## src/rtl/mem_wb_stage.sv

```systemverilog
// mem_wb_stage: memory/writeback pipeline register of the 64-bit RISC-V core.
// It extracts and sign- or zero-extends the load data from the doubleword read
// word, then selects between that and the ALU result. It registers the
// register-file write port and counts retired (valid) instructions.
//
// Ports
//   i_clk, i_rst_n      clock (rising edge) and asynchronous active-low reset
//   i_valid             real instruction at MEM (0 = bubble)
//   i_stall             hold all stage state this cycle
//   i_flush             capture a bubble instead of the incoming instruction
//   i_regWrite          instruction writes rd
//   i_memToReg          1 = write back load data, 0 = ALU result
//   i_rd_addr[4:0]      destination register
//   i_funct3[2:0]       load type (used only when i_memToReg = 1)
//   i_alu_result        ALU result, or the load effective address
//   i_mem_rdata         doubleword-aligned memory read data
//   o_valid             WB stage holds a real instruction
//   o_regWrite          register-file write enable (never 1 for x0)
//   o_rd_addr[4:0]      register-file write address
//   o_rd_data           register-file write data
//   o_retired           count of valid instructions captured into WB
module mem_wb_stage #(
  parameter int DATA_W = 64,
  parameter int CNT_W  = 32
) (
  input  logic              i_clk,
  input  logic              i_rst_n,
  input  logic              i_valid,
  input  logic              i_stall,
  input  logic              i_flush,
  input  logic              i_regWrite,
  input  logic              i_memToReg,
  input  logic [4:0]        i_rd_addr,
  input  logic [2:0]        i_funct3,
  input  logic [DATA_W-1:0] i_alu_result,
  input  logic [DATA_W-1:0] i_mem_rdata,
  output logic              o_valid,
  output logic              o_regWrite,
  output logic [4:0]        o_rd_addr,
  output logic [DATA_W-1:0] o_rd_data,
  output logic [CNT_W-1:0]  o_retired
);

  logic [2:0]        off;
  logic [DATA_W-1:0] byte_sh;
  logic [DATA_W-1:0] half_sh;
  logic [DATA_W-1:0] word_sh;
  logic [DATA_W-1:0] load_data;

  logic              valid_q,    valid_d;
  logic              regwrite_q, regwrite_d;
  logic [4:0]        rd_addr_q,  rd_addr_d;
  logic [DATA_W-1:0] rd_data_q,  rd_data_d;
  logic [CNT_W-1:0]  retired_q,  retired_d;

  assign off = i_alu_result[2:0];

  // Lane shifts: offset bits below the access size are dropped, so a
  // misaligned access simply reads the naturally aligned lane containing it.
  always_comb begin
    byte_sh = i_mem_rdata >> {off, 3'b000};
    half_sh = i_mem_rdata >> {off[2:1], 4'b0000};
    word_sh = i_mem_rdata >> {off[2], 5'b00000};
  end

  always_comb begin
    load_data = i_mem_rdata;
    unique case (i_funct3)
      3'b000:  load_data = {{(DATA_W-8){byte_sh[7]}},   byte_sh[7:0]};
      3'b001:  load_data = {{(DATA_W-16){half_sh[15]}}, half_sh[15:0]};
      3'b010:  load_data = {{(DATA_W-32){word_sh[31]}}, word_sh[31:0]};
      3'b100:  load_data = {{(DATA_W-8){1'b0}},         byte_sh[7:0]};
      3'b101:  load_data = {{(DATA_W-16){1'b0}},        half_sh[15:0]};
      3'b110:  load_data = {{(DATA_W-32){1'b0}},        word_sh[31:0]};
      default: load_data = i_mem_rdata;
    endcase
  end

  // Flush beats stall. Data and address hold on flush, since they are unused
  // when the stage holds a bubble.
  always_comb begin
    valid_d    = valid_q;
    regwrite_d = regwrite_q;
    rd_addr_d  = rd_addr_q;
    rd_data_d  = rd_data_q;
    retired_d  = retired_q;
    if (i_flush) begin
      valid_d    = 1'b0;
      regwrite_d = 1'b0;
    end else if (!i_stall) begin
      valid_d    = i_valid;
      regwrite_d = i_valid & i_regWrite & (i_rd_addr != 5'd0);
      rd_addr_d  = i_rd_addr;
      rd_data_d  = i_memToReg ? load_data : i_alu_result;
      if (i_valid) retired_d = retired_q + 1'b1;
    end
  end

  always_ff @(posedge i_clk or negedge i_rst_n) begin
    if (!i_rst_n) begin
      valid_q    <= 1'b0;
      regwrite_q <= 1'b0;
      rd_addr_q  <= '0;
      rd_data_q  <= '0;
      retired_q  <= '0;
    end else begin
      valid_q    <= valid_d;
      regwrite_q <= regwrite_d;
      rd_addr_q  <= rd_addr_d;
      rd_data_q  <= rd_data_d;
      retired_q  <= retired_d;
    end
  end

  assign o_valid    = valid_q;
  assign o_regWrite = regwrite_q;
  assign o_rd_addr  = rd_addr_q;
  assign o_rd_data  = rd_data_q;
  assign o_retired  = retired_q;

endmodule

```

## config.mk

```make
export PLATFORM = sky130hd
export DESIGN_NAME = mem_wb_stage
export DESIGN_NICKNAME = d
export VERILOG_FILES = /design/src/rtl/mem_wb_stage.sv
export SDC_FILE = /design/constraint.sdc
export NUM_CORES = 1
export LEC_CHECK = 0
export ABC_AREA = 1
export BUFFER_PORTS_ARGS = -buffer_cell sky130_fd_sc_hd__buf_4
export CAP_MARGIN = 20
export CORE_ASPECT_RATIO = 0.7
export CORE_MARGIN = 2
export CORE_UTILIZATION = 55
export CTS_BUF_LIST = sky130_fd_sc_hd__clkbuf_8
export DETAILED_ROUTE_END_ITERATION = 6
export GPL_TIMING_DRIVEN = 0
export PLACE_DENSITY = 0.86
export RECOVER_POWER = 100
export SYNTH_ARGS = -nofsm -noshare
export SYNTH_HDL_FRONTEND = slang
export SYNTH_SLANG_ARGS = --single-unit
```

## constraint.sdc

```tcl
create_clock -name i_clk -period 4.96 [get_ports i_clk]
set_input_delay 0.992 -clock i_clk [delete_from_list [all_inputs] [get_ports i_clk]]
set_output_delay 0.992 -clock i_clk [all_outputs]
set_load 0.005 [all_outputs]
```

* After elaboration in Yosys (flattened, before gate mapping)
Cells that the tools add are included.
** Cells by class
- Add/subtract/negate cells :: 1
- Equality and inequality tests :: 6
- Shift operators :: 3
- Mux-type cells :: 6
- Bitwise gates (word level) :: 4
- Reduce and logical (&&, ||, !) cells :: 4
** Operators by type and width (number)
- one-hot mux 64 bit (6 select lines) :: 1
- two-way mux 64 bit :: 1
- right shift 64 x 6 -> 16 bit :: 1
- right shift 64 x 6 -> 32 bit :: 1
- right shift 64 x 6 -> 8 bit :: 1
- adder 32 x 1 -> 32 bit, second input constant :: 1
- == test 3 bit, second input constant :: 3
- nonzero test 5 bit :: 1
- two-way mux 1 bit :: 4
- == test 3 x 1 -> 1 bit, second input constant :: 1
- == test 3 x 2 -> 1 bit, second input constant :: 1
- zero test 3 bit :: 1
- AND reduction 3 bit :: 1
- AND 1 bit :: 2
- != test 2 x 1 -> 1 bit, second input constant :: 1
- NOT 1 bit :: 2
- AND reduction 2 bit :: 1
** Word-level totals
- Bits in registers :: 103
- Input bits :: 143
- Output and inout bits :: 103
- Logic and storage cells :: 29

* Depth between registers and ports, before layout
- Word-level depth :: 4
- Mapped depth :: 12
- Mapped depth without buffers :: 10

* Worst setup path before layout
Ideal clock, no wire load.
- Path type :: input to register
- From :: in i_alu_result[1]
- To :: reg rd_data_q[32], in the netlist o_rd_data[32]
- Library setup time :: 0.116 ns
- Arrival :: 2.038 ns
- Required time :: 4.844 ns
- Slack :: 2.806 ns
- Cell stages on the path :: 12
- Path buffers :: 2
- Cells stage by stage :: buf_2 inv_2 nand2_1 nand3_1 nand2_1 nand3_2 nand2_1 inv_2 buf_2 nand3_1 nand2_1 nand2_1
** On the way
- Cells in the longest elaborated chain, start to end :: 3
- Elaborated cells on any way between the ends :: 4
- Those cells by class :: 2 x shift; 2 x mux
** Ends and longest elaborated chain
- start: declaration :: line 35 : input logic [DATA_W-1:0] i_alu_result,
- right shift 64 x 6 -> 16 bit / right shift 64 x 6 -> 8 bit (equally long branches) :: line 62, 61
- one-hot mux 64 bit (6 select lines) (*) :: line 68 : unique case (i_funct3)
- two-way mux 64 bit (*) :: line 94 : rd_data_d = i_memToReg ? load_data : i_alu_result;
- end signal: assignment :: line 110 : rd_data_q <= rd_data_d;
- end: declaration :: line 53 : logic [DATA_W-1:0] rd_data_q, rd_data_d;
Mark *: on every way between the ends. The rest lies on a longest branch, timed or not.
A chain may end at the register's enable or synchronous reset.

* Final worst setup path
- From :: in i_flush
- To :: reg retired_q[19], in the netlist o_retired[19]
** On the way
- Cells in the longest elaborated chain, start to end :: 2
** Ends and longest elaborated chain
- start: declaration :: line 30 : input logic i_flush,
- NOT 1 bit (no line)
- AND reduction 3 bit (no line)
- end signal: assignment :: line 111 : retired_q <= retired_d;
- end: declaration :: line 54 : logic [CNT_W-1:0] retired_q, retired_d;
Every way passes these cells.

==> results.py <==
metrics = {
    "cells_and_area": {
        "nets": 1546,
        "layout-drive-gt1-share": 0.195,
        "area_growth_pct": 30.0,
        "diodes": 0,
    },
    "drt": {
        "vias_per_cell": 5.97,
        "vias": 9370,
        "drt_wl_total_mm": 30.6,
        "post-route-drc-count": 0,
        "postRouteAntennaNets": 0,
        "initialDrtViolationCount": 1101,
        "avgRoutedWirePerCell_microns": 19.5,
        "first_pass_iters": 6,
    },
    "place": {
        "io_buffers": 244,
        "place_ws_ns": 2.23,
        "post-dp-hpwl_mm": 24.1,
        "gp_congestion": 1.04,
    },
    "worst_hold_path": {
        "hold_class": "flip-flop to flip-flop",
        "hold_depth": 2,
    },
    "timing": {
        "setup_viol": 0,
        "min_period_ns": 3.30,
        "worst_slack_ns": 1.66,
        "finalHoldViolCount": 0,
        "tightest_slew_ns": 1.03,
        "fin_skew_ns": 0.0126,
        "fmax_ghz": 0.303,
        "slew_headroom": 0.308,
        "slew_viol_final": 0,
        "rsz0062_at_grt": "no",
        "setup-tns-final_ns": 0,
        "finalCritPeriodShare": 0.664,
    },
    "grt": {
        "grtUsageTotal": 0.430,
        "grt_overflow_total": 0,
        "grt_pass1_vias": 8719,
        "antenna_found_initial": 0,
        "grt_first_pass_wirelength_mm": 46.7,
        "grt_max_degree": 58,
    },
    "setup_path": {
        "r2r_setup_slack_ns": 2.46,
        "critPathLaunchType": "input pin",
        "critPathRequiredTime_ns": 5.23,
        "crit_start": "i_flush",
        "cp.arrival_ns": 3.57,
        "path_max_fanout": 10,
        "r2r-start": "o_retired[0]",
        "path_class": "input pin to flip-flop",
        "r2r_end": "o_retired[20]",
        "end_kind": "flip-flop",
        "r2r_cells": 9,
        "crit_path_end": "o_retired[19]",
    },
    "floorplanning": {
        "start_util": 0.571,
        "die_h_microns": 99.9,
        "rows": 34,
        "num_io_pins": 246,
        "coreArea_sq_um": 12600,
        "die_w_microns": 141,
        "die-area_sq_um": 14100,
    },
    "outcome": {
        "status": "finished, final reports clean",
    },
    "yosys": {
        "synth-seq-cells": 103,
        "synth_top_area_share": 0.357,
        "async_reset_ff_frac": 1.00,
        "ys_seq_area_frac": 0.357,
        "synth_area_leaders": "dfrtp_1 (36%), nand2_1 (17%), a21oi_1 (8.9%)",
        "synth_cell_types": 33,
        "synth_area_per_cell_sq_um": 6.30,
        "synth_edf_count": 0,
        "yosysWarnings": 0,
        "synthesis.nets": 1290,
        "synth_flop_cell": "dfrtp_1",
        "synthTopCellsByCount": "nand2_1 (336), nor2_1 (159), a21oi_1 (128)",
        "synth_top_area_cell": "dfrtp_1",
        "synthesis.area_sq_um": 7220,
        "synthMostInstantiatedCell": "nand2_1",
        "syn_inst": 1146,
    },
    "clocking": {
        "post-cts-setup-buffers": 0,
        "clkLatencyLatePin_ns": 0.39,
        "clkSlewWorstSetupHoldPaths_ns": 0.11,
        "clk_path_buf_depth": 2,
        "cts_tree": "built",
        "hold_buffers": 0,
        "cts.sinks": 103,
        "ctsResizeCount": 0,
        "cts_buffers": 9,
        "cts_root_buf": "clkbuf_8",
        "cts_max_level": 3,
    },
    "power": {
        "leakage_uw": 0.00502,
        "p_per_area_nw_per_um2": 251,
        "ir_drop_mv": 0.196,
    },
    "job": {
        "drv_cap": 0,
    },
}
-- how the worst min path moves through the flow --
stage,startpoint,to
2_1_floorplan,o_rd_addr[2],o_rd_addr[2]
5_1_grt,o_rd_data[46],o_rd_data[46]
3_3_place_gp,o_rd_addr[3],o_rd_addr[3]
6_report,o_rd_data[40],o_rd_data[40]
4_1_cts,o_rd_data[40],o_rd_data[40]
3_5_place_dp,o_rd_addr[4],o_rd_addr[4]
-- critical path: stages --
cell and delay (ns):
clkbuf_4 0.12, nor2_1 0.78, nand2_4 0.12, nor2_1 0.22
nand2_1 0.12, nor2_1 0.36, nand2_1 0.21, nor2_1 0.31
nand2_1 0.13, xor2_1 0.19
-- registers in the layout (all words and copies together), names as in the netlist --
signal	cells
o_rd_addr	5
o_rd_data	64
o_regWrite	1
o_retired	32
o_valid	1
-- cells in the final DEF (no fill, tap or decap), types with 2 or more instances in the layout --
cell	n
nand2_1	337
nor2_1	166
buf_4	142
a21oi_1	128
dfrtp_1	103
inv_1	100
nand3_1	88
clkbuf_4	86
o21ai_0	78
clkbuf_1	61
buf_2	20
xor2_1	14
nor3_1	13
xnor2_1	10
clkbuf_8	9
o211ai_1	8
a22oi_1	7
nand4_1	7
inv_2	5
a21boi_0	3
inv_6	3
nand3_2	2
clkinv_1	2
nand3b_1	2
inv_8	2
-- per-stage QoR --
stage               utilization  hold WS (ns)  total power (uW)  cell area, sq um  instances
finish                    0.743         0.489              2360              9390       1569
global route              0.743         0.525              2460              9390       1569
CTS                       0.752         0.496              2360              9500       1569
detailed placement        0.735         0.462              1770              9280       1553
global placement          0.732         0.456              1740              9250       1552
floorplan                     -         0.465              1350              7220       1146
-- where the power goes --
group,internal [uW],switching [uW],total (uW)
Combinational,312,407,719
Clock,251,355,606
Sequential,942,93.2,1040
-- routing by layer --
layer,up-vias,global-route usage,part of all wire
li1,4186,-,-
met1,4255,0.592,0.40
met2,810,0.639,0.41
met3,119,0.164,0.16
met4,0,0.123,0.031
met5,-,0,0
-- layout make-up --
| cell class | count | area [sq um] |
|---|---|---|
| Multi-Input combinational cell | 871 | 3920 |
| Buffer | 65 | 277 |
| Tap cell | 162 | 203 |
| Inverter | 107 | 402 |
| Fill cell | 1036 | 3250 |
| Timing Repair Buffer | 245 | 1790 |
| Clock buffer | 9 | 124 |
| Clock inverter | 7 | 95.1 |
| Sequential cell | 103 | 2580 |
-- kinds of logic (layout without fill, tap and decap cells) --
| group | Yosys count | count (layout) | synth area share |
|---|---|---|---|
| AOI/OAI and AO/OA | 227 | 227 | 0.164 |
| xor gates and xnor gates | 24 | 24 | 0.0291 |
| adders and majority gates | 1 | 1 | 0.00173 |
| buffers and inverters | 172 | 433 | 0.0941 |
| DFF | 103 | 103 | 0.357 |
| and+or+nand+nor | 619 | 619 | 0.353 |
Note: power is estimated with default switching activity, not from simulation.
